File: config.mk
export PLATFORM = sky130hd
export DESIGN_NAME = fft_input_loader
export DESIGN_NICKNAME = d
export VERILOG_FILES = /design/src/rtl/fft_input_loader.sv
export SDC_FILE = /design/constraint.sdc
export NUM_CORES = 1
export LEC_CHECK = 0
export ABC_AREA = 1
export BUFFER_PORTS_ARGS = -buffer_cell sky130_fd_sc_hd__buf_4
export CORE_UTILIZATION = 59
export CTS_BUF_LIST = sky130_fd_sc_hd__clkbuf_8
export DETAILED_ROUTE_END_ITERATION = 12
export GPL_ROUTABILITY_DRIVEN = 0
export PLACE_DENSITY = 0.89
export SLEW_MARGIN = 15
export SYNTH_ARGS = -nofsm -noshare
export SYNTH_HDL_FRONTEND = slang
export SYNTH_SLANG_ARGS = --single-unit
export TNS_END_PERCENT = 10
File: constraint.sdc
create_clock -name Clk -period 4.5 [get_ports Clk]
set_input_delay 0.675 -clock Clk [delete_from_list [all_inputs] [get_ports Clk]]
set_output_delay 0.675 -clock Clk [all_outputs]
set_load 0.03 [all_outputs]
File: src/rtl/fft_input_loader.sv
// +----------------------------------------------------------------------------+
// | fft_input_loader                                                           |
// | Captures one frame of ADC samples into the FFT data RAM (port A).          |
// | Macro FFT_LOADER_BITREV_EN: bit-reversed write addresses when defined,     |
// | natural order otherwise.                                                   |
// | Revision: 1.0                                                              |
// +----------------------------------------------------------------------------+
`default_nettype none

module fft_input_loader #(
  parameter int SAMPLE_WIDTH  = 12,
  parameter int RAM_WIDTH     = 18,
  parameter int RAM_ADDR_BITS = 10
) (
  input  logic                     Clk,
  input  logic                     reset,
  input  logic                     capture_en,
  input  logic [SAMPLE_WIDTH-1:0]  sample_in,
  input  logic                     sample_valid,
  input  logic                     fft_ack,
  output logic [RAM_ADDR_BITS-1:0] ram_addr,
  output logic [RAM_WIDTH-1:0]     ram_din,
  output logic                     ram_we,
  output logic                     frame_ready,
  output logic                     busy,
  output logic [RAM_ADDR_BITS:0]   fill_count,
  output logic [15:0]              drop_count
);

  localparam logic [1:0] c_IDLE  = 2'd0;
  localparam logic [1:0] c_FILL  = 2'd1;
  localparam logic [1:0] c_FLUSH = 2'd2;
  localparam logic [1:0] c_DONE  = 2'd3;

  localparam logic [RAM_ADDR_BITS:0] c_LAST = {1'b0, {RAM_ADDR_BITS{1'b1}}};

  logic [1:0]               state_q, state_d;
  logic [RAM_ADDR_BITS:0]   fill_q, fill_d;
  logic [RAM_ADDR_BITS-1:0] addr_q, addr_d;
  logic [RAM_WIDTH-1:0]     pend_din_q, pend_din_d;
  logic                     pend_q, pend_d;
  logic [RAM_WIDTH-1:0]     din_q;
  logic                     we_q;
  logic [15:0]              drop_q, drop_d;

  logic [RAM_WIDTH-1:0]     w_sext;
  logic [RAM_ADDR_BITS-1:0] w_idx;
  logic [RAM_ADDR_BITS-1:0] w_addr;
  logic                     w_drop;

  generate
    if (RAM_WIDTH > SAMPLE_WIDTH) begin : g_sext_pad
      assign w_sext = {{(RAM_WIDTH-SAMPLE_WIDTH){sample_in[SAMPLE_WIDTH-1]}}, sample_in};
    end else begin : g_sext_none
      assign w_sext = sample_in;
    end
  endgenerate

  assign w_idx = fill_q[RAM_ADDR_BITS-1:0];

`ifdef FFT_LOADER_BITREV_EN
  always_comb begin
    w_addr = '0;
    for (int i = 0; i < RAM_ADDR_BITS; i++) begin
      w_addr[i] = w_idx[RAM_ADDR_BITS-1-i];
    end
  end
`else
  assign w_addr = w_idx;
`endif

  // The address is issued with the sample; data and write enable follow one
  // cycle later through the pend_* stage, matching the RAM's registered address.
  always_comb begin
    state_d    = state_q;
    fill_d     = fill_q;
    addr_d     = addr_q;
    pend_d     = 1'b0;
    pend_din_d = pend_din_q;
    w_drop     = 1'b0;
    case (state_q)
      c_IDLE: begin
        if (capture_en) begin
          state_d = c_FILL;
          fill_d  = '0;
        end else begin
          w_drop = sample_valid;
        end
      end
      c_FILL: begin
        if (!capture_en) begin
          state_d = c_IDLE;
          fill_d  = '0;
          w_drop  = sample_valid;
        end else if (sample_valid) begin
          addr_d     = w_addr;
          pend_d     = 1'b1;
          pend_din_d = w_sext;
          fill_d     = fill_q + 1'b1;
          if (fill_q == c_LAST) begin
            state_d = c_FLUSH;
          end
        end
      end
      c_FLUSH: begin
        w_drop = sample_valid;
        // Leave once the final write has moved onto ram_we.
        if (!pend_q) begin
          state_d = c_DONE;
        end
      end
      c_DONE: begin
        w_drop = sample_valid;
        if (fft_ack) begin
          state_d = c_IDLE;
          fill_d  = '0;
        end
      end
      default: state_d = c_IDLE;
    endcase
    drop_d = (w_drop && (drop_q != 16'hFFFF)) ? drop_q + 16'd1 : drop_q;
  end

  always_ff @(posedge Clk) begin
    if (reset) begin
      state_q    <= c_IDLE;
      fill_q     <= '0;
      addr_q     <= '0;
      pend_q     <= 1'b0;
      pend_din_q <= '0;
      din_q      <= '0;
      we_q       <= 1'b0;
      drop_q     <= '0;
    end else begin
      state_q    <= state_d;
      fill_q     <= fill_d;
      addr_q     <= addr_d;
      pend_q     <= pend_d;
      pend_din_q <= pend_din_d;
      din_q      <= pend_din_q;
      we_q       <= pend_q;
      drop_q     <= drop_d;
    end
  end

  assign ram_addr    = addr_q;
  assign ram_din     = din_q;
  assign ram_we      = we_q;
  assign frame_ready = (state_q == c_DONE);
  assign busy        = (state_q == c_FILL) || (state_q == c_FLUSH);
  assign fill_count  = fill_q;
  assign drop_count  = drop_q;

endmodule

`default_nettype wire

Word level (Yosys, flattened, before mapping)
Index checks and enable logic that the tools add are counted.
{"block": "totals", "ff_bits": 65, "word_cells": 47}
{"block": "classes", "add_sub_neg": 2, "n_eq_ne": 10, "muxes": 15, "bitwise_logic": 2, "n_reduce_logical": 10}
{"op": "$mux 11", "count": 4}
{"op": "$pmux 11 s3", "count": 1}
{"op": "$add 16x1->16 const B", "count": 1}
{"op": "$ne 16x16->1 const B", "count": 1}
{"op": "$mux 2", "count": 6}
{"op": "$add 11x1->11 const B", "count": 1}
{"op": "$eq 11x10->1 const B", "count": 1}
{"op": "$pmux 2 s4", "count": 1}
{"op": "$ne 2x2->1 const B", "count": 3}
{"op": "$ne 3x3->1 const B", "count": 2}
{"op": "$reduce_and 5->1", "count": 1}
{"op": "$eq 2x2->1 const B", "count": 2}
{"op": "$reduce_and 4->1", "count": 1}
{"op": "$reduce_or 2->1", "count": 2}
{"op": "$reduce_and 3->1", "count": 1}
{"op": "$reduce_bool 3->1", "count": 1}
{"op": "$reduce_or 3->1", "count": 1}
{"op": "$eq 2x1->1 const B", "count": 1}
{"op": "$logic_not 2->1", "count": 1}
{"op": "$mux 1", "count": 2}
{"op": "$not 1->1", "count": 2}
{"op": "$pmux 1 s2", "count": 1}
{"op": "$logic_and 1x1->1", "count": 1}
{"op": "$logic_or 1x1->1", "count": 1}

Logic depth before layout (Yosys ltp)
Gate-level depths: netlist of the first run.
{"block": "logic_depth", "depth_word": 5, "mapped_depth": 10, "depth_no_buf": 10}

Least setup slack after synthesis of the first run
Ideal clock, no wire load.
{"block": "synth_path", "path_type": "register to register", "start": "register drop_q[0] (netlist: drop_count[0])", "end": "register drop_q[0] (netlist: drop_count[0])", "setup_ps": 116, "t_arrival_ps": 1552, "required_ps": 4384, "setup_slack_ps": 2832, "path_stages_with_launch": 10, "path_buffers": 1, "period_less_slack_ps": 1668, "path_cell_list": "dfxtp_1 -> ha_1 -> nand3_2 -> inv_2 -> nand2_2 -> nor2_2 -> nor2_4 -> buf_6 -> nor2_1 -> nor2_1"}
{"block": "synth_via", "elab_chain_cells": 2, "word_cells_on_any_way": 3}
{"element": "from (decl)", "line": "44", "source": "logic [15:0] drop_q, drop_d;"}
{"element": "from (signal assigned)", "line": "142", "source": "drop_q <= drop_d;"}
{"element": "parallel branches: the longest is 2 deep, another holds $add 16x1->16"}
Parallel ways; which one is timed is not known.
A chain may end at the register's enable or synchronous reset.

==> results of run 1 <==
layout make-up:
class / instances / area (sq um) / area share [%]
multi-input combinational: 265 / 1344 / 36.84
tap: 67 / 83.83 / 2.298
clock inverter: 5 / 22.52 / 0.6175
sequential: 65 / 1301 / 35.68
timing repair buffer: 74 / 555.5 / 15.23
inverter: 50 / 188.9 / 5.180
clock buffer: 11 / 151.4 / 4.151
cells in the mapped netlist:
| cell | n | area share, % |
|---|---|---|
| xnor2_1 | 4 | 1.2 |
| o21ai_0 | 4 | 0.68 |
| or2_0 | 1 | 0.21 |
| nand4_2 | 1 | 0.42 |
| clkbuf_1 | 1 | 0.13 |
| nor3b_1 | 2 | 0.51 |
| nand4_1 | 7 | 1.5 |
| inv_1 | 43 | 5.5 |
| o21ai_2 | 1 | 0.30 |
| ha_1 | 6 | 2.5 |
| a21oi_1 | 14 | 2.4 |
| buf_1 | 1 | 0.13 |
| o22a_1 | 12 | 3.6 |
| nor2_4 | 2 | 0.76 |
| buf_6 | 2 | 0.76 |
| clkinv_1 | 1 | 0.13 |
| nand2_2 | 5 | 1.1 |
| nand3b_1 | 3 | 0.76 |
| nand2_1 | 94 | 12 |
| dfxtp_1 | 65 | 44 |
| nand3_2 | 1 | 0.34 |
| nor2_2 | 4 | 0.85 |
| a21oi_2 | 9 | 2.7 |
| nor2_1 | 59 | 7.5 |
| inv_2 | 5 | 0.64 |
| buf_2 | 6 | 1.0 |
| clkinv_2 | 1 | 0.17 |
| xor2_1 | 2 | 0.59 |
| o21ai_1 | 1 | 0.17 |
| nor3_1 | 7 | 1.2 |
| buf_4 | 7 | 1.8 |
| nand3_1 | 26 | 4.4 |
metrics by stage:
step / cell area [sq um] / cells / total power [mW] / utilization [%]
after global routing: 3647 / 537 / 1.542 / 76.71
after CTS: 3647 / 537 / 1.470 / 76.71
after global placement: 3473 / 521 / 1.023 / 73.05
after floorplan: 2947 / 397 / 0.9419 / -
after detailed placement: 3473 / 521 / 1.039 / 73.05
final: 3647 / 537 / 1.464 / 76.71
worst max path at each step:
stage | from | end | cells after the start
finish | register | pend_din_q[5] | 7
global route | register | pend_din_q[5] | 7
CTS | register | pend_din_q[5] | 7
detailed placement | capture_en | pend_din_q[5] | 6
global placement | capture_en | pend_din_q[10] | 6
floorplan | drop_count[0] | drop_count[0] | 9
cells by family (layout without fill, tap and decap cells):
kind of cell             after synthesis  count (layout)  share of synthesized area, %
flip-flops                            65              65                         44.16
buffers and inverters                 67             140                         10.23
XOR/XNOR                               6               6                         1.783
AO/OA/AOI/OAI                         41              41                         9.767
adder cells (fa/ha/maj)                6               6                         2.548
AND/OR/NAND/NOR                      212             212                         31.51
worst max-delay path: stages, from the launching register on:
cell and delay [ns]:
dfxtp_1 0.33, inv_1 0.10, ha_1 0.18, nand2_1 0.09
inv_2 0.18, nand2_1 0.51, nor2_2 0.60, o22a_1 0.21
routing by layer:
layer,track usage (%),up-vias,share of wire [%],wire [um]
li1,-,1385,-,-
met1,31.53,1200,45,2931
met2,43.09,80,48,3095
met3,6.768,9,5.2,334
met4,12.42,0,1.6,104
met5,0,-,0,0
flip-flops by register name, summed over array words and instances, names as in the netlist, named ones only:
name	count
drop_count	16
fill_count	11
pend_din_q	12
pend_q	1
ram_we	1
ram_din	12
ram_addr	10
state_q	1
where the power goes:
part,total [mW],internal (mW),switching (mW)
Clock,0.432,0.223,0.209
Sequential,0.655,0.620,0.0351
Combinational,0.376,0.128,0.249
==> metrics.txt, run 1 <==
crit start category=register; Worst-path clk slew=0.06 ns; DRC=0; cts hold-fix bufs=0; Min-Delay Path Class=register to register; syn_area_per_cell=7.422 sq um; WL/cell=12.04 um; detailed-placement wirelength estimate=4515 um; most frequent cells in the layout=94 x nand2_1, 74 x buf_4, 65 x dfxtp_1; Gates resized, CTS repair=0; TNS Setup=0 ns; kind of critical path=register to register; GRT overflow=0; std cell rows=25; count of distinct cell types in the synthesized netlist=32; R2R setup slack=2.24 ns; hold_sp=pend_din_q[11]; power per standard cell area=401.4 mW/mm^2; DP Worst Slack=2.119 ns; WHS=0.4207 ns; maximum vdd drop=0.4067 mV; Root Driver=clkbuf_8; R2R cell count=7; final count of negative-setup-slack endpoints=0; Slew @ Worst Pin=0.7898 ns; initial antenna violation count=0; status=completed; Port Buffers=74; Starting Density=61.97%; vias in the first global route=2370; Clk Latency, worst-skew pair=0.33 ns; number of fill cells=357; Final ANT Viol Nets=0; Net Count, Synth=420; Period minus WS final=2.265 ns; synth warn=0; final WL=6466 um; Cell Area, Synth=0.002947 sq mm; Hold Path End=ram_din[11]; synthesized netlist cell count=397; io pins=75; Leakage=1.588 nW; commonest non-fill, non-tap cell in the layout=nand2_1; data required time of the worst path=4.77 ns; cts bufs inserted=9; Slew Limit Fails=0; H-tree Lvls=3; Area Overhead vs Synth=23.78%; fmax=441.6 MHz; final hold vios=0; CTS sink count=65; slew margin rel.=47.22%; initial drt markers=195; Die W=72.67 um; Longest Clk Path Bufs=2; critical path fanouts, max=23; RR Endpoint=pend_din_q[5]; fraction of layout cells with a size suffix above 1=24.89%; die height=72.67 um; Core Footprint=0.004755 sq mm; Nets=488; n_diodes=0; GRT Util Overall=26.02%; Critical Path End Type=register; first-pass GRT wire length=10490 um; PnR worst setup slack=2.235 ns; vias per cell=4.980; max-cap violations=0; Vias=2674; period utilization=50.33%; CTS tree=done; largest net degree at the start of global routing=36; sequential area share after synthesis=44.16%; DIE AREA=0.005281 sq mm; drt first pass iters=5; RSZ-0062 raised after global routing=no; CP arrival=2.54 ns; final setup skew=0.004675 ns; Hold Crit Depth=2; # Post-CTS Setup Buffers=0; #FFs+latches synth=65
No activity file was read; power rests on OpenSTA's default activity.
==> run 2: changes to the inputs <==
- ABC_AREA: 1 -> 0
- CORE_UTILIZATION: 59 -> 48
- PLACE_DENSITY: 0.89 -> 0.79
- clock period: 4.5 -> 2 ns (I/O delays scaled with it)
==> metrics.txt, run 2 <==
status=finished, violations left (was completed); failing checks=negative setup slack; Vias=2563 (was 2674); WL/cell=14.42 um (was 12.04 um); Pint=2.236 mW (was 971.1 uW); Net Count, Synth=315 (was 420); RSZ-0062 raised after global routing=yes (was no); Area Overhead vs Synth=42.05% (was 23.78%); Longest Clk Path Bufs=2 (unchanged); slew margin rel.=67.17% (was 47.22%); fin util=72.55% (was 76.71%); PnR worst setup slack=-0.06548 ns (was 2.235 ns); sequential area share after synthesis=48.64% (was 44.16%); most common cell in the netlist=dfxtp_1 (was nand2_1); Worst-path clk slew=0.07 ns (was 0.06 ns); power share of the clock group=42.6% (was 29.5%); WHS=0.1817 ns (was 0.4207 ns); Final ANT Viol Nets=0 (unchanged); Crit path top cell by count=buf_6 (was nand2_1); std cell rows=26 (was 25); critical path fanouts, max=6 (was 23); Final Non-Filler Cells=462 (was 537); #FFs+latches synth=65 (unchanged); ys async rst share=0% (unchanged); DP Worst Slack=-0.1096 ns (was 2.119 ns); fmax=484.2 MHz (was 441.6 MHz); data required time of the worst path=2.22 ns (was 4.77 ns); maximum vdd drop=0.5220 mV (was 0.4067 mV); dpl cell area=0.003388 sq mm (was 0.003473 sq mm); synth warn=0 (unchanged); R2R setup slack=-0.07 ns (was 2.24 ns); WP buf/inv=4 (was 2); placed cells=437 (was 521); crit start category=register (unchanged); Yosys top cell area share=48.64% (was 44.16%); first-pass GRT wire length=10750 um (was 10490 um); Min-Delay Path Class=primary input to register (was register to register); cts bufs inserted=9 (unchanged); vias per cell=5.548 (was 4.980); count of distinct cell types in the synthesized netlist=38 (was 32); critical path cell sequence=inv_4 -> ha_4 -> and3b_1 -> or4_4 -> buf_6 -> buf_6 -> o21ai_4 -> buf_6 -> a21oi_1 (was inv_1 -> ha_1 -> nand2_1 -> inv_2 -> nand2_1 -> nor2_2 -> o22a_1); GRT Util Overall=23.12% (was 26.02%); Clk Latency, worst-skew pair=0.34 ns (was 0.33 ns); CTS tree=done (unchanged); CP arrival=2.29 ns (was 2.54 ns); final WL=6662 um (was 6466 um); vias in the first global route=2296 (was 2370); cts hold-fix bufs=0 (unchanged); DRC=0 (unchanged); ys flop type=dfxtp_1 (unchanged); Core Footprint=0.005238 sq mm (was 0.004755 sq mm); hold_sp=sample_in[9] (was pend_din_q[11]); Critical Path End Type=register (unchanged); Cell Area, Synth=0.002675 sq mm (was 0.002947 sq mm); EDFF count, synth=0 (unchanged); kind of critical path=register to register (unchanged); fraction of layout cells with a size suffix above 1=36.99% (was 24.89%); Largest register FFs=16 (unchanged); initial antenna violation count=0 (unchanged); final count of negative-setup-slack endpoints=11 (was 0); Root Driver=clkbuf_8 (unchanged); period utilization=103.3% (was 50.33%); n_diodes=0 (unchanged); Seq pwr share=45.4% (was 44.8%); most frequent cells in the layout=98 x buf_4, 63 x dfxtp_1, 31 x nand2_1 (was 94 x nand2_1, 74 x buf_4, 65 x dfxtp_1); cell taking the most area after synthesis=dfxtp_1 (unchanged); Leakage=1.541 nW (was 1.588 nW); Port Buffers=74 (unchanged); top cells by area, synth=dfxtp_1 49%, a21oi_1 5.6%, nor2b_1 4.7% (was dfxtp_1 44%, nand2_1 12%, nor2_1 7.5%); H-tree Lvls=3 (unchanged); commonest non-fill, non-tap cell in the layout=buf_4 (was nand2_1); Die W=76.65 um (was 72.67 um); most frequent cells after synthesis=65 x dfxtp_1, 33 x nand2_1, 30 x a21oi_1 (was 94 x nand2_1, 65 x dfxtp_1, 59 x nor2_1); power per standard cell area=779.5 mW/mm^2 (was 401.4 mW/mm^2); DIE AREA=0.005875 sq mm (was 0.005281 sq mm); Hold Path End=pend_din_q[9] (was ram_din[11]); initial drt markers=159 (was 195); max-cap violations=0 (unchanged); Net Sw Frac=24.52% (was 33.67%); largest net degree at the start of global routing=47 (was 36); sw power=726.2 uW (was 493.0 uW); R2R cell count=9 (was 7); Slew @ Worst Pin=0.4801 ns (was 0.7898 ns); synthesized netlist cell count=292 (was 397); drt first pass iters=4 (was 5); CTS sink count=65 (unchanged); Hold Crit Depth=2 (unchanged); RR Endpoint=fill_count[4] (was pend_din_q[5]); die height=76.65 um (was 72.67 um); Period minus WS final=2.065 ns (was 2.265 ns); CP max-delay cell=or4_4 (was nor2_2); syn_area_per_cell=9.161 sq um (was 7.422 sq um); Comb pwr share=12.0% (was 25.7%); max incr delay on CP=0.59 ns (was 0.60 ns); CP delay by family, top=simple AND/OR/NAND/NOR gates (unchanged); Slew Limit Fails=0 (unchanged); GRT overflow=0 (unchanged); fin area=0.003800 sq mm (was 0.003647 sq mm); Starting Density=51.08% (was 61.97%); Nets=410 (was 488); io pins=75 (unchanged); final hold vios=0 (unchanged); final setup skew=0.006543 ns (was 0.004675 ns); detailed-placement wirelength estimate=4389 um (was 4515 um)
run 2: changes by cell type after synthesis, sizes merged, moves of 9 or more:
cell,change
nand2,-66
nor2,-56
inv,-41
nand3,-21
nor2b,+20
o31ai,+11
or4,+10
or3,+9
run 2: timing repair:
action | 4_1_cts | 5_1_grt
resized for setup | 15 | 20
setup buffers | 5 | 3
gates cloned | 1 | 0
endpoints found under the setup margin | 23 | 27
pin swaps | 4 | 5
run 2: layer usage:
layer | track usage (%) | part of all wire, % | routed length (um) | vias up
met4 | 9.615 | 1.3 | 88 | 0
met2 | 39.01 | 50 | 3314 | 95
met5 | 0 | 0 | 0 | -
li1 | - | - | - | 1249
met3 | 6.429 | 5.6 | 376 | 10
met1 | 27.57 | 43 | 2882 | 1209
run 2: how the worst max path moves through the flow:
stage / startpoint / end / slack [ns] / depth (start not counted)
after detailed placement: state_q[0] / fill_count[5] / -0.11 / 7
after floorplan: state_q[0] / fill_count[7] / -0.03 / 6
after global placement: state_q[0] / fill_count[5] / -0.02 / 7
after CTS: register / fill_count[4] / -0.04 / 9
after global routing: state_q[0] / fill_count[8] / -0.13 / 6
final: register / fill_count[4] / -0.07 / 9
run 2: logic make-up after synthesis:
family	after synthesis	synth area share, %
simple gates	117	24.09
buf+inv	27	4.958
fa+ha+maj	6	2.806
flops	65	48.64
xor+xnor	1	0.3275
compound gates	71	17.12
mux	5	2.058
run 2: cell type report:
type | instances | area [sq um]
inverters | 7 | 28.78
fillers | 399 | 1438
clock buffers | 10 | 137.6
clock inverters | 6 | 90.09
well taps | 70 | 87.58
flip-flops and latches | 65 | 1309
repair buffers | 104 | 812.0
multi-input cells | 200 | 1335
run 2: power by group through the flow:
stage / clock network [mW] / registers, mW / logic [mW]
finish: 1.26 / 1.34 / 0.356
global route: 1.34 / 1.35 / 0.383
detailed placement: 0 / 1.37 / 0.282
floorplan: 0 / 1.40 / 0.139
global placement: 0 / 1.37 / 0.276
CTS: 1.28 / 1.35 / 0.326
run 2: through the flow:
| stage | TNS (ns) | power, mW |
|---|---|---|
| 2_1_floorplan | -0.05825 | 1.542 |
| 3_3_place_gp | -0.03477 | 1.649 |
| 3_5_place_dp | -0.7337 | 1.657 |
| 4_1_cts | -0.3404 | 2.949 |
| 5_1_grt | -1.275 | 3.070 |
| 6_report | -0.5568 | 2.962 |
